File: src/rtl/reg_universal_pkg.sv
// reg_universal_pkg: mode encodings and sizing helper for the universal register
package reg_universal_pkg;
    localparam logic [1:0] MODE_HOLD = 2'b00;
    localparam logic [1:0] MODE_SHR  = 2'b01;
    localparam logic [1:0] MODE_SHL  = 2'b10;
    localparam logic [1:0] MODE_LOAD = 2'b11;

    function automatic int count_w(input int width);
        return $clog2(width);
    endfunction
endpackage

File: src/rtl/reg_universal_param_contador.sv
// contador_desplazamientos: counts shifts within a frame and pulses frame_done on the WIDTH-th
module contador_desplazamientos
    import reg_universal_pkg::*;
#(
    parameter int WIDTH = 8
) (
    input  logic                        clk,
    input  logic                        reset_async,
    input  logic                        clear,
    input  logic                        load,
    input  logic                        shift_en,
    output logic [count_w(WIDTH)-1:0]   shift_count,
    output logic                        frame_done
);
    localparam int CW = count_w(WIDTH);
    localparam logic [CW-1:0] LAST = CW'(WIDTH - 1);

    // clear and load both start a fresh frame; the last shift of a frame wraps and pulses
    always_ff @(posedge clk or negedge reset_async) begin
        if (!reset_async) begin
            shift_count <= '0;
            frame_done  <= 1'b0;
        end else if (clear || load) begin
            shift_count <= '0;
            frame_done  <= 1'b0;
        end else if (shift_en) begin
            shift_count <= (shift_count == LAST) ? '0 : shift_count + 1'b1;
            frame_done  <= (shift_count == LAST);
        end else begin
            frame_done  <= 1'b0;
        end
    end
endmodule

File: src/rtl/reg_universal_param.sv
// reg_universal_param: WIDTH-bit hold/shift/load register with frame counter
module reg_universal_param
    import reg_universal_pkg::*;
#(
    parameter int               WIDTH       = 8,
    parameter logic [WIDTH-1:0] RESET_VALUE = {WIDTH{1'b0}}
) (
    input  logic                        clk,
    input  logic                        reset_async,
    input  logic                        enable,
    input  logic                        clear,
    input  logic [1:0]                  mode,
    input  logic                        serial_in_left,
    input  logic                        serial_in_right,
    input  logic [WIDTH-1:0]            data_in,
    output logic [WIDTH-1:0]            q,
    output logic                        serial_out_msb,
    output logic                        serial_out_lsb,
    output logic [count_w(WIDTH)-1:0]   shift_count,
    output logic                        frame_done
);
    logic [WIDTH-1:0] q_next;
    logic             shift_en;
    logic             load;

    assign shift_en       = enable && (mode == MODE_SHR || mode == MODE_SHL);
    assign load           = enable && (mode == MODE_LOAD);
    assign serial_out_msb = q[WIDTH-1];
    assign serial_out_lsb = q[0];

    // next word from mode decode; disabled or hold mode keeps the current word
    always_comb begin
        q_next = !enable             ? q :
                 mode == MODE_SHR    ? {serial_in_left, q[WIDTH-1:1]} :
                 mode == MODE_SHL    ? {q[WIDTH-2:0], serial_in_right} :
                 mode == MODE_LOAD   ? data_in : q;
    end

    // data register: async reset, then synchronous clear, then mode result
    always_ff @(posedge clk or negedge reset_async) begin
        if (!reset_async) q <= RESET_VALUE;
        else if (clear)   q <= RESET_VALUE;
        else              q <= q_next;
    end

    contador_desplazamientos #(.WIDTH(WIDTH)) u_cnt (
        .clk         (clk),
        .reset_async (reset_async),
        .clear       (clear),
        .load        (load),
        .shift_en    (shift_en),
        .shift_count (shift_count),
        .frame_done  (frame_done)
    );
endmodule
File: config.mk
export PLATFORM = sky130hd
export DESIGN_NAME = reg_universal_param
export DESIGN_NICKNAME = d
export VERILOG_FILES = /design/src/rtl/reg_universal_pkg.sv /design/src/rtl/reg_universal_param_contador.sv /design/src/rtl/reg_universal_param.sv
export SDC_FILE = /design/constraint.sdc
export NUM_CORES = 1
export LEC_CHECK = 0
export BUFFER_PORTS_ARGS = -buffer_cell sky130_fd_sc_hd__buf_2
export CORE_MARGIN = 1
export CORE_UTILIZATION = 25
export CTS_BUF_LIST = sky130_fd_sc_hd__clkbuf_8
export DETAILED_ROUTE_END_ITERATION = 10
export PLACE_DENSITY_LB_ADDON = 0.08
export SLEW_MARGIN = 0
export SYNTH_ARGS = -nofsm -noshare
export SYNTH_HDL_FRONTEND = slang
export SYNTH_SLANG_ARGS = --single-unit
File: constraint.sdc
create_clock -name clk -period 1.3 [get_ports clk]
set_input_delay 0.065 -clock clk [delete_from_list [all_inputs] [get_ports clk]]
set_output_delay 0.065 -clock clk [all_outputs]
set_load 0.02 [all_outputs]
-- Yosys cells after proc, flatten, opt, wreduce, memory -nomap -nowiden
Index checks and enable logic that the tools add are counted.
- muxes and demuxes: 10
- reduce and logical (&&, ||, !) cells: 8
- equality and inequality tests: 4
- add/subtract/negate cells: 1
- operators by type and width (kind ; number):
    $mux 8 ; 5
    $mux 3 ; 3
    $eq 2x2->1 const B ; 2
    $reduce_bool 2->1 ; 2
    $reduce_bool 4->1 ; 1
    $add 3x1->3 const B ; 1
    $eq 3x3->1 const B ; 1
    $eq 2x1->1 const B ; 1
    $logic_and 1x1->1 ; 2
    $logic_or 1x1->1 ; 2
    $mux 1 ; 2
    $reduce_and 2->1 ; 1
- output and inout port bits: 14
- input port bits: 16
- logic and storage cells: 26
- flip-flop bits (word level): 12

-- Logic depth before layout (Yosys ltp)
Gate-level depths: netlist of the first run.
- word-level depth: 6
- mapped depth: 6
- mapped depth without buffers: 5

-- Modules after synthesis
Synthesis of the first run repeated with hierarchy kept, for this count alone.
- cells, all modules: 71
- area, all modules: 775.7 um^2
- modules (own cells, without submodules) (module ; cells an instance ; area an instance (um^2) ; seq. area each (um^2) ; times used):
    reg_universal_param ; 55 ; 578.1 ; 200.2 ; 1
    contador_desplazamientos ; 16 ; 197.7 ; 100.1 ; 1

-- Least setup slack after synthesis of the first run
Ideal clock, no wire load.
- kind: register to register
- from: register u_cnt.shift_count[0]
- to: register u_cnt.shift_count[0]
- period minus slack after synthesis: 1.494 ns
- path slack: -0.194 ns
- required time: 1.223 ns
- stages on the path, launching flop included: 5
- library setup time: 0.077 ns
- arrival: 1.416 ns
- buffers on the path: 0
- cells stage by stage: dfrtp_1 -> ha_1 -> ha_1 -> or4_1 -> a21oi_1
- cells in the longest elaborated chain, start to end: 4
- elaborated cells on any way between the ends: 5
- those cells by class: add/sub: 1; eq/ne: 1; mux: 3
- RTL lines (element ; line ; text):
    from (decl) ; reg_universal_param_contador.sv:12 ; output logic [count_w(WIDTH)-1:0] shift_count,
    from (signal assigned) ; reg_universal_param_contador.sv:27 ; shift_count <= (shift_count == LAST) ? '0 : shift_count + 1'b1;
    $add 3x1->3 or $eq 3x3->1 (tied branches) ; reg_universal_param_contador.sv:27 ;
    $mux 3 * ; reg_universal_param_contador.sv:27 ;
    $mux 3 * ; reg_universal_param_contador.sv:26 ; end else if (shift_en) begin
    $mux 3 * ; reg_universal_param_contador.sv:23 ; end else if (clear || load) begin
Mark *: on every way between the ends. The rest lies on a longest branch, timed or not. The select of a mux whose other input is x is not followed.
A chain may end at the register's enable or synchronous reset.

-- Worst setup path in the final report of the first run
- from: register u_cnt.shift_count[1]
- to: register u_cnt.shift_count[2]
Same word-level chain as after synthesis.

==> results of run 1 <==
-- placed cells by master (no fill, tap or decap) --
cell           count
ha_1               3
dfrtp_1           10
nand2b_1           9
o21ai_0            3
inv_1              3
buf_4              7
or4_1              1
dlygate4sd3_1      1
o31ai_2            1
dfrtp_2            2
a211o_1            2
a21oi_2            1
a211o_2            6
or3b_1             2
nor4b_1            1
clkbuf_8           4
a32o_1             8
nor2_2             1
buf_2             29
a21oi_1            2
nor2b_1            9
nor2b_2            1
buf_12             1
ha_4               2
-- layout make-up --
cell class                      count  share of cell area (%)
Clock buffer                        4                    5.06
Timing Repair Buffer               38                    20.9
Inverter                            3                    1.03
Multi-Input combinational cell     52                    41.6
Sequential cell                    12                    27.8
Tap cell                           31                    3.56
-- worst max-delay path: stages, from the launching register on --
cell	delay (ps)
dfrtp_2	420
ha_4	170
ha_4	240
or3b_1	350
a21oi_2	110
-- Yosys cell counts, drive strengths merged --
library cell	number
dfrtp	12
nor2b	10
nand2b	9
a211o	8
a32o	8
buf	5
ha	5
a21oi	3
inv	3
o21ai	3
or3b	2
nor2	1
nor4b	1
o31ai	1
or4	1
-- state kept, by name (all words and copies together), names as in the netlist --
signal	count
q	8
u_cnt.frame_done	1
u_cnt.shift_count	3
-- timing repair --
| item | in CTS | in global routing |
|---|---|---|
| buffers inserted | 0 | 0 |
| endpoints found under the setup margin | 3 | 3 |
| hold buffers | 1 | 0 |
| pin swaps | 3 | 1 |
| hold endpoints to repair | 12 | 0 |
| resized for setup | 2 | 1 |
-- where the power goes --
group	internal, mW	switching, mW	total, mW
sequential	0.393	0.0170	0.410
combinational	0.112	0.118	0.230
clock	0.267	0.133	0.400
-- path summary, 6_finish.rpt --
| path | startpoint | to | cells past startpoint |
|---|---|---|---|
| max | u_cnt.shift_count[1] | u_cnt.shift_count[2] | 4 |
| min | clear | u_cnt.shift_count[2] | 2 |
| max reg2reg | u_cnt.shift_count[1] | u_cnt.shift_count[2] | 4 |
| min reg2reg | q[7] | q[7] | 1 |
| max in group asynchronous | reset_async | u_cnt.shift_count[1] | 2 |
| min in group asynchronous | reset_async | u_cnt.shift_count[2] | 2 |
-- layer usage --
layer / vias up / GRT usage [%] / share of wire, %
met4: 0 / 3.06 / 0.43
met5: - / 0 / 0
met1: 331 / 13.4 / 45
li1: 339 / - / -
met3: 2 / 4.02 / 6.4
met2: 20 / 21.8 / 48
-- logic make-up (layout without fill, tap and decap cells) --
kind of cell,Yosys count,after routing
and+or+nand+nor,24,24
AOI/OAI and AO/OA,23,23
adders and majority gates,5,5
DFF,12,12
buffers and inverters,8,45
-- through the flow --
| step | hold WS, ps | utilization [%] | total power [mW] |
|---|---|---|---|
| floorplan | -231 | - | 0.557 |
| global placement | -30.3 | 35.0 | 0.645 |
| detailed placement | -28.3 | 35.0 | 0.646 |
| CTS | 53.1 | 38.0 | 1.07 |
| global route | 60.3 | 38.2 | 1.11 |
| finish | 55.6 | 38.2 | 1.04 |
==> run metrics, run 1 <==
row count 19; port bufs 29; worst-path fanout max 2; multiplexer area fraction after synthesis 0%; die height between 50 and 60 um; Hold Vio Cnt, Final 0; post-synth cell types 18; Area Growth Syn to Fin 39.4%; Synth Area in XOR/XNOR 0%; Leakage between 0.5 and 0.6 nW; DR iter-0 viols 42; area leader, netlist dfrtp_1; Detailed Routing Iterations Pass 1 7; setup TNS -116 ps; Final setup viols 2; routed len/inst between 10 and 15 um; final net count between 100 and 150; PwrDens 955 nW/um^2; Hold Path Class in2reg; syn avg cell area roughly 11 um^2; minimum clock period 1360 ps; kind of critical path reg2reg; chip width approximately 58 um; Mapped Cells 72; Mapped Nets 93; antenna violations before repair 0; CTS root buffer clkbuf_8; final wirelength around 1800 um; Fmax achieved roughly 0.73 GHz; Arrival @ worst endpoint approximately 1500 ps; Mapped Area about 800 um^2; Tot GR Track Use 12.0%; Worst-Skew Late Latency ~240 ps; main combinational cell family by area after synthesis compound AO/OA/AOI/OAI gates; relative slew slack between 70 and 80%; Final Cell Area ~1100 um^2; yosys warns 0; Placed Area approximately 1000 um^2; measured slew at the worst slew-check pin 369 ps; H-tree levels 1; failing checks DRC, setup timing; vias just under 700; GP Congestion 0.671; share of cells above drive strength 1 50.5%; core area 2850 um^2; clock sinks 12; Post-DRT Antenna Nets 0; initial core utilization around 27%; worst-case clock buffer depth 2; vias in the first global route 670; Compound-Gate Fraction of Synth Area between 20% and 30%; top cells by area, synth dfrtp_1 38%, a32o_1 10%, ha_1 8.0%, a211o_2 7.7%, nand2b_1 7.2%; Synth top area share around two fifths; fin cells 140; TritonCTS clock tree done; DRC violations left 5; dpl hpwl ~1400 um; RSZ-0062 raised after global routing yes; run status complete, but fails checks; Register Area between 300 and 400 um^2; critical path required time between 1000 and 1500 ps; Multi-input gate area around 450 um^2; post-synthesis adder-cell area fraction under 10%; IO Pins 30; Simple-Gate Fraction of Synth Area between 20% and 30%; Max Slew Vio Count 0; drt via density 4.94; Ant. Diodes 0; Final period util 105%; critical path startpoint category flip-flop; max_cap viols 0; Worst-path clk slew 50 ps; first-pass GRT wire length approximately 3000 um; R2R setup slack -60 ps; Die Area ~3400 um^2; sequential fraction of the synthesis area 38.5%; VDD IR max 0.000605 V; placed cell count between 100 and 150; fin worst setup slack -60.7 ps; critical path capture point type flip-flop; FILL cells roughly 310; total CTS buffers 3; largest net degree at the start of global routing 13; Setup WS pre-CTS -98.2 ps; register bit total from synthesis 12; GR Overflow Total 0; Final Skew just over 3 ps
Power figures use the tool's default switching activity.
==> inputs of run 2 (changes only) <==
--- a/config.mk
+++ b/config.mk
@@ -5,10 +5,11 @@
 export SDC_FILE = /design/constraint.sdc
 export NUM_CORES = 1
 export LEC_CHECK = 0
-export BUFFER_PORTS_ARGS = -buffer_cell sky130_fd_sc_hd__buf_2
+export BUFFER_PORTS_ARGS = -buffer_cell sky130_fd_sc_hd__buf_4
 export CORE_MARGIN = 1
 export CORE_UTILIZATION = 25
 export CTS_BUF_LIST = sky130_fd_sc_hd__clkbuf_8
+export CTS_CLUSTER_DIAMETER = 40
 export DETAILED_ROUTE_END_ITERATION = 10
 export PLACE_DENSITY_LB_ADDON = 0.08
 export SLEW_MARGIN = 0
==> run 2 against run 1 <==
  * The flow still finishes with violations (DRC, setup timing)
  * Largest cell class unchanged
  * Non-clock buffer count decreased by 2
  * First-iteration DRC count decreased by 36%
  * Global-route usage decreased by 0.38 points
  * Via count increased by 0.43%
  * Worst hold slack got worse by 40 ps
  * Setup slack got worse by 17 ps
  * Sequential cell count unchanged
  * Clock power increased by 3%
  * Critical path type unchanged
  * Sequential share of layout area decreased by 1.7 points
  * Count of clock-buffer cells in the layout unchanged
==> run metrics, run 2 (synthesis results as in run 1) <==
relative slew slack 76.5% (was 75.4%); row count 19 (unchanged); critical path required time 1470 ps (about the same); post-CTS repair timing setup buffer count 0 (unchanged); run status complete, but fails checks (unchanged); total CTS buffers 3 (unchanged); setup TNS -127 ps (was -116 ps); GP Congestion 0.674 (was 0.671); antenna violations before repair 0 (unchanged); Hold Path Class in2reg (unchanged); commonest non-fill, non-tap cell in the layout buf_4 (was buf_2); DRC violations left 5 (unchanged); DR iter-0 viols 27 (was 42); H-tree levels 1 (unchanged); Final Skew 1.10 ps (was 3.05 ps); failing checks DRC, setup timing (unchanged); register bank with the most flops q (unchanged); PwrDens 932 nW/um^2 (was 955 nW/um^2); VDD IR max 0.000793 V (was 0.000605 V); clock sinks 12 (unchanged); Leakage 0.551 nW (was 0.544 nW); final wirelength 1820 um (was 1850 um); post-layout util 40.6% (was 38.2%); Reg-to-Reg End u_cnt.shift_count[2] (unchanged); Detailed Routing Iterations Pass 1 7 (unchanged); Largest register FFs 8 (unchanged); Ant. Diodes 0 (unchanged); most frequent cells in the layout 33 x buf_4, 10 x dfrtp_1, 9 x nand2b_1, 9 x nor2b_1, 8 x a32o_1 (was 29 x buf_2, 10 x dfrtp_1, 9 x nand2b_1, 9 x nor2b_1, 8 x a32o_1); final net count 129 (was 131); Final setup viols 2 (unchanged); hold-critical path endpoint u_cnt.shift_count[0] (was u_cnt.shift_count[2]); CTS root buffer clkbuf_8 (unchanged); R2R setup slack -80 ps (was -60 ps); Hold Vio Cnt, Final 0 (unchanged); share of cells above drive strength 1 49.5% (was 50.5%); critical path capture point type flip-flop (unchanged); Fmax achieved 0.726 GHz (was 0.735 GHz); final hold slack 15.2 ps (was 55.6 ps); kind of critical path reg2reg (unchanged); TritonCTS clock tree done (unchanged); Top Registers q x8, u_cnt.shift_count x3, u_cnt.frame_done x1 (unchanged); minimum clock period 1380 ps (was 1360 ps); initial core utilization 27.4% (unchanged); Worst-path clk slew 50 ps (about the same); IO Pins 30 (unchanged); drt via density 5.04 (was 4.94); vias 695 (was 692); first-pass GRT wire length 2970 um (was 3010 um); port bufs 29 (unchanged); hold_sp clear (unchanged); Critical Path Most Common Cell ha_4 (unchanged); fin worst setup slack -77.6 ps (was -60.7 ps); Area Growth Syn to Fin 48.4% (was 39.4%); Max Slew Vio Count 0 (unchanged); total power 1.08 mW (was 1.04 mW); Worst-Skew Late Latency 240 ps (about the same); crit-path cells ha_4, ha_4, or3b_1, a21oi_1 (was ha_4, ha_4, or3b_1, a21oi_2); reg2reg path depth 4 (unchanged); critical path startpoint category flip-flop (unchanged); dpl hpwl 1320 um (was 1400 um); largest net degree at the start of global routing 17 (was 13); Final period util 106% (was 105%); CP max stage cell dfrtp_2 (unchanged); measured slew at the worst slew-check pin 352 ps (was 369 ps); die height 57.9 um (unchanged); chip width 57.9 um (unchanged); worst-case clock buffer depth 2 (unchanged); routed len/inst 13.2 um (about the same); Hold Crit Depth 2 (unchanged); core area 2850 um^2 (unchanged); Post-DRT Antenna Nets 0 (unchanged); RSZ-0062 raised after global routing yes (unchanged); worst-path fanout max 2 (unchanged); slowest stage delay, CP 420 ps (about the same); vias in the first global route 643 (was 670); Tot GR Track Use 11.6% (was 12.0%); r2r startpoint u_cnt.shift_count[0] (was u_cnt.shift_count[1]); Arrival @ worst endpoint 1550 ps (was 1530 ps); Die Area 3350 um^2 (unchanged); max_cap viols 0 (unchanged); GR Overflow Total 0 (unchanged)
==> run 2: cell types whose count changed in the layout (fill, tap and decap cells not counted), sizes merged <==
cell and change:
buf -2
==> run 2: critical path, delay by kind of cell (launching register included) <==
family                   cells  cell delay, ps
AND/OR/NAND/NOR              1             340
flip-flops                   1             420
AO/OA/AOI/OAI                1             120
adder cells (fa/ha/maj)      2             420
==> run 2: worst max-delay path by stage <==
stage / from / end / depth (start not counted) / slack (ps)
after detailed placement: mode[0] / u_cnt.shift_count[0] / 6 / -80
after floorplan: u_cnt.shift_count[1] / u_cnt.shift_count[0] / 4 / -90
after global routing: u_cnt.shift_count[0] / u_cnt.shift_count[2] / 4 / -120
after CTS: u_cnt.shift_count[0] / u_cnt.shift_count[2] / 4 / -70
final: u_cnt.shift_count[0] / u_cnt.shift_count[2] / 4 / -80
after global placement: u_cnt.shift_count[0] / u_cnt.shift_count[0] / 4 / -60
==> run 2: area by class of cell <==
type                            count  area (um^2)
Inverter                            3         11.3
Tap cell                           31         38.8
Sequential cell                    12          303
Fill cell                         304         1690
Clock buffer                        4         55.1
Timing Repair Buffer               36          298
Multi-Input combinational cell     52          453
==> run 2: report_power, final <==
part | leakage, nW | switching (mW) | internal [mW]
combinational | 0.361 | 0.118 | 0.139
clock | 0.0288 | 0.143 | 0.268
sequential | 0.161 | 0.0184 | 0.393
==> run 2: timing repair <==
action / in CTS / in global routing
pin swaps: 2 / 0
gates cloned: 0 / 0
endpoints found under the hold margin: 12 / 0
hold buffers: 1 / 0
setup endpoints to repair: 3 / 3
resized for setup: 0 / 3
==> run 2: per-layer routing <==
metal	part of all wire (%)	up-vias	GRT usage [%]	wire length (um)
met2	46	20	18.4	832
met5	0	-	0	0
met1	48	337	15.2	872
met3	4.8	4	3.35	87
met4	1.3	0	4.08	23
li1	-	334	-	-
==> run 2: per-stage QoR <==
step / area (um^2) / instances / setup slack (ps)
finish: 1160 / 138 / -77.6
global placement: 1070 / 133 / -62.1
detailed placement: 1070 / 133 / -75.4
CTS: 1130 / 138 / -69.7
global route: 1160 / 138 / -120
floorplan: 786 / 72 / -91.9
==> inputs of run 3 (changes only) <==
--- a/config.mk
+++ b/config.mk
@@ -5,10 +5,10 @@
 export SDC_FILE = /design/constraint.sdc
 export NUM_CORES = 1
 export LEC_CHECK = 0
+export ABC_AREA = 1
 export BUFFER_PORTS_ARGS = -buffer_cell sky130_fd_sc_hd__buf_4
 export CORE_MARGIN = 1
 export CORE_UTILIZATION = 25
-export CTS_BUF_LIST = sky130_fd_sc_hd__clkbuf_8
 export CTS_CLUSTER_DIAMETER = 40
 export DETAILED_ROUTE_END_ITERATION = 10
 export PLACE_DENSITY_LB_ADDON = 0.08
==> run 3 against run 2 <==
  * The flow now finishes without violations
  * Maximum frequency up 17%
  * Final cell count up 51%
  * Utilization down 3.6 points
  * Synthesized cell count up 82%
  * Count of clock-buffer cells in the layout unchanged
  * Final area up 0.65%
  * Combinational power up 8.6%
  * Non-clock buffer count down 2
  * Routed wire length up 19%
  * Total power down 6.8%
  * Largest cell class unchanged
==> run metrics, run 3 <==
run status finished, final reports clean (was complete, but fails checks); vias 871 (was 695); Synth top area share 35.1% (was 38.5%); Mapped Area 855 um^2 (was 781 um^2); Worst-Skew Late Latency 270 ps (was 240 ps); most frequent cells in the layout 60 x nand2_1, 33 x buf_4, 22 x inv_1 (was 33 x buf_4, 10 x dfrtp_1, 9 x nand2b_1, 9 x nor2b_1, 8 x a32o_1); Max Slew Vio Count 0 (unchanged); register bit total from synthesis 12 (unchanged); first-pass GRT wire length 3510 um (was 2970 um); Mapped Nets 152 (was 93); Primary FF master, synth dfrtp_1 (unchanged); area leader, netlist dfrtp_1 (unchanged); setup TNS 0 ps (was -127 ps); IO Pins 30 (unchanged); CTS Hold Bufs 1 (unchanged); GP Congestion 0.720 (was 0.674); antenna violations before repair 0 (unchanged); worst-case clock buffer depth 2 (unchanged); switching share of power 31.7% (was 25.9%); final wirelength 2160 um (was 1820 um); Register Area 300 um^2 (was 303 um^2); Hold Crit Depth 4 (was 2); minimum clock period 1180 ps (was 1380 ps); Final period util 90.4% (was 106%); Reg-to-Reg End u_cnt.shift_count[0] (was u_cnt.shift_count[2]); syn avg cell area 6.52 um^2 (was 10.8 um^2); H-tree levels 1 (unchanged); Area Growth Syn to Fin 36.5% (was 48.4%); row count 20 (was 19); reg2reg path depth 5 (was 4); GR Overflow Total 0 (unchanged); vias in the first global route 828 (was 643); Fmax achieved 0.851 GHz (was 0.726 GHz); CP startpoint u_cnt.shift_count[0] (unchanged); routed len/inst 10.3 um (was 13.2 um); Detailed Routing Iterations Pass 1 4 (was 7); Setup WS pre-CTS 129 ps (was -75.4 ps); Top Registers q x8, u_cnt.shift_count x3, u_cnt.frame_done x1 (unchanged); RSZ-0062 raised after global routing no (was yes); top cells by area, synth dfrtp_1 35%, nand2_1 26%, inv_1 9.7%, ha_1 7.3%, nand3_1 4.7% (was dfrtp_1 38%, a32o_1 10%, ha_1 8.0%, a211o_2 7.7%, nand2b_1 7.2%); fin worst setup slack 125 ps (was -77.6 ps); chip width 60.5 um (was 57.9 um); CP max stage cell dfrtp_1 (was dfrtp_2); Multi-input gate area 422 um^2 (was 453 um^2); Tot GR Track Use 13.1% (was 11.6%); crit-path cells ha_1, ha_1, nor2_1, nand2_1, a21oi_1 (was ha_4, ha_4, or3b_1, a21oi_1); kind of critical path reg2reg (unchanged); measured slew at the worst slew-check pin 311 ps (was 352 ps); async set-reset flop share out of synthesis 100% (unchanged); Arrival @ worst endpoint 1370 ps (was 1550 ps); Ant. Diodes 0 (unchanged); r2r startpoint u_cnt.shift_count[0] (unchanged); clock sinks 12 (unchanged); commonest non-fill, non-tap cell in the layout nand2_1 (was buf_4); Post-DRT Antenna Nets 0 (unchanged); Comb pwr share 27.7% (was 23.8%); drt via density 4.17 (was 5.04); PwrDens 863 nW/um^2 (was 932 nW/um^2); final net count 187 (was 129); Die Area 3660 um^2 (was 3350 um^2); DRC violations left 0 (was 5); Final setup viols 0 (was 2); Final Skew 7.76 ps (was 1.10 ps); dpl hpwl 1720 um (was 1320 um); hold-critical path endpoint q[2] (was u_cnt.shift_count[0]); FILL cells 362 (was 304); Critical Path Most Common Cell ha_1 (was ha_4); Mapped Cells 131 (was 72); port bufs 29 (unchanged); Leakage 0.706 nW (was 0.551 nW); critical path startpoint category flip-flop (unchanged); core area 3150 um^2 (was 2850 um^2); die height 60.5 um (was 57.9 um); TritonCTS clock tree done (unchanged); sw power 0.319 mW (was 0.280 mW); worst-path fanout max 4 (was 2); R2R setup slack 120 ps (was -80 ps); EDFF count, synth 0 (unchanged); Hold Vio Cnt, Final 0 (unchanged); power share of the clock group 30.4% (was 38.1%); leading cell type by number of instances after synthesis nand2_1 (was dfrtp_1); largest net degree at the start of global routing 13 (was 17); Pint 0.688 mW (was 0.800 mW); initial core utilization 27.1% (was 27.4%); relative slew slack 79.2% (was 76.5%); sequential power share 41.8% (was 38.1%); DR iter-0 viols 21 (was 27); Worst-path clk slew 90 ps (was 50 ps); critical path required time 1500 ps (was 1470 ps); total CTS buffers 3 (unchanged); yosys warns 0 (unchanged); hold_sp clear (unchanged); VDD IR max 0.000348 V (was 0.000793 V); register bank with the most flops q (unchanged); PostCTS Resize Cnt 0 (unchanged); Hold Path Class in2reg (unchanged); post-synth cell types 15 (was 18); share of cells above drive strength 1 26.7% (was 49.5%); critical path capture point type flip-flop (unchanged); slowest stage delay, CP 420 ps (about the same); Largest register FFs 8 (unchanged); sequential fraction of the synthesis area 35.1% (was 38.5%); max_cap viols 0 (unchanged); commonest cells in the netlist 60 x nand2_1, 22 x inv_1, 12 x dfrtp_1 (was 12 x dfrtp_1, 9 x nand2b_1, 9 x nor2b_1); CTS root buffer clkbuf_4 (was clkbuf_8); post-CTS repair timing setup buffer count 0 (unchanged)
-- run 3: metal layers --
metal	up-vias	track usage (%)	wire length, um
li1	450	-	-
met1	395	14.2	914
met2	24	25.6	1130
met3	2	1.49	93
met4	0	4.87	18
met5	-	0	0
-- run 3: final cells by class --
class	count	share of cell area (%)
timing repair buffer	34	22.1
multi-input combinational	91	36.2
clock buffer	4	3.11
tap	44	4.72
inverter	24	8.15
sequential	12	25.8
-- run 3: cells by family after synthesis --
family,Yosys count,share of synthesized area [%]
compound gates,4,2.34
fa+ha+maj,5,7.32
buf+inv,28,15.5
flops,12,35.1
simple gates,82,39.7
-- run 3: per-stage QoR --
stage                     total power [mW]  area [um^2]  utilization [%]  instances  hold slack [ps]
after global routing                  1.07         1170             37.0        209             90.7
after CTS                             1.02         1170             37.0        209             79.9
final                                 1.01         1170             37.0        209             78.6
after global placement               0.710         1120             35.5        204            -80.6
after detailed placement             0.709         1120             35.5        204            -79.7
after floorplan                      0.588          855                -        131             -231
-- run 3: worst max-delay path, delay by kind of cell (launching register included) --
family / cells / cell delay (ps)
fa+ha+maj: 2 / 400
flops: 1 / 420
simple gates: 2 / 150
compound gates: 1 / 140
-- run 3: worst max path at each step --
stage | to | slack, ps | cells after the start
finish | u_cnt.shift_count[0] | 120 | 5
global route | u_cnt.shift_count[0] | 50 | 5
CTS | u_cnt.shift_count[0] | 110 | 5
detailed placement | u_cnt.shift_count[0] | 130 | 5
global placement | u_cnt.shift_count[2] | 140 | 7
floorplan | u_cnt.shift_count[2] | 100 | 4
-- run 3: power by group through the flow --
stage	combinational, mW	sequential (mW)	clock, mW
after floorplan	0.136	0.452	0
after global placement	0.281	0.429	0
after detailed placement	0.281	0.429	0
after CTS	0.284	0.422	0.312
after global routing	0.316	0.425	0.332
final	0.279	0.421	0.306
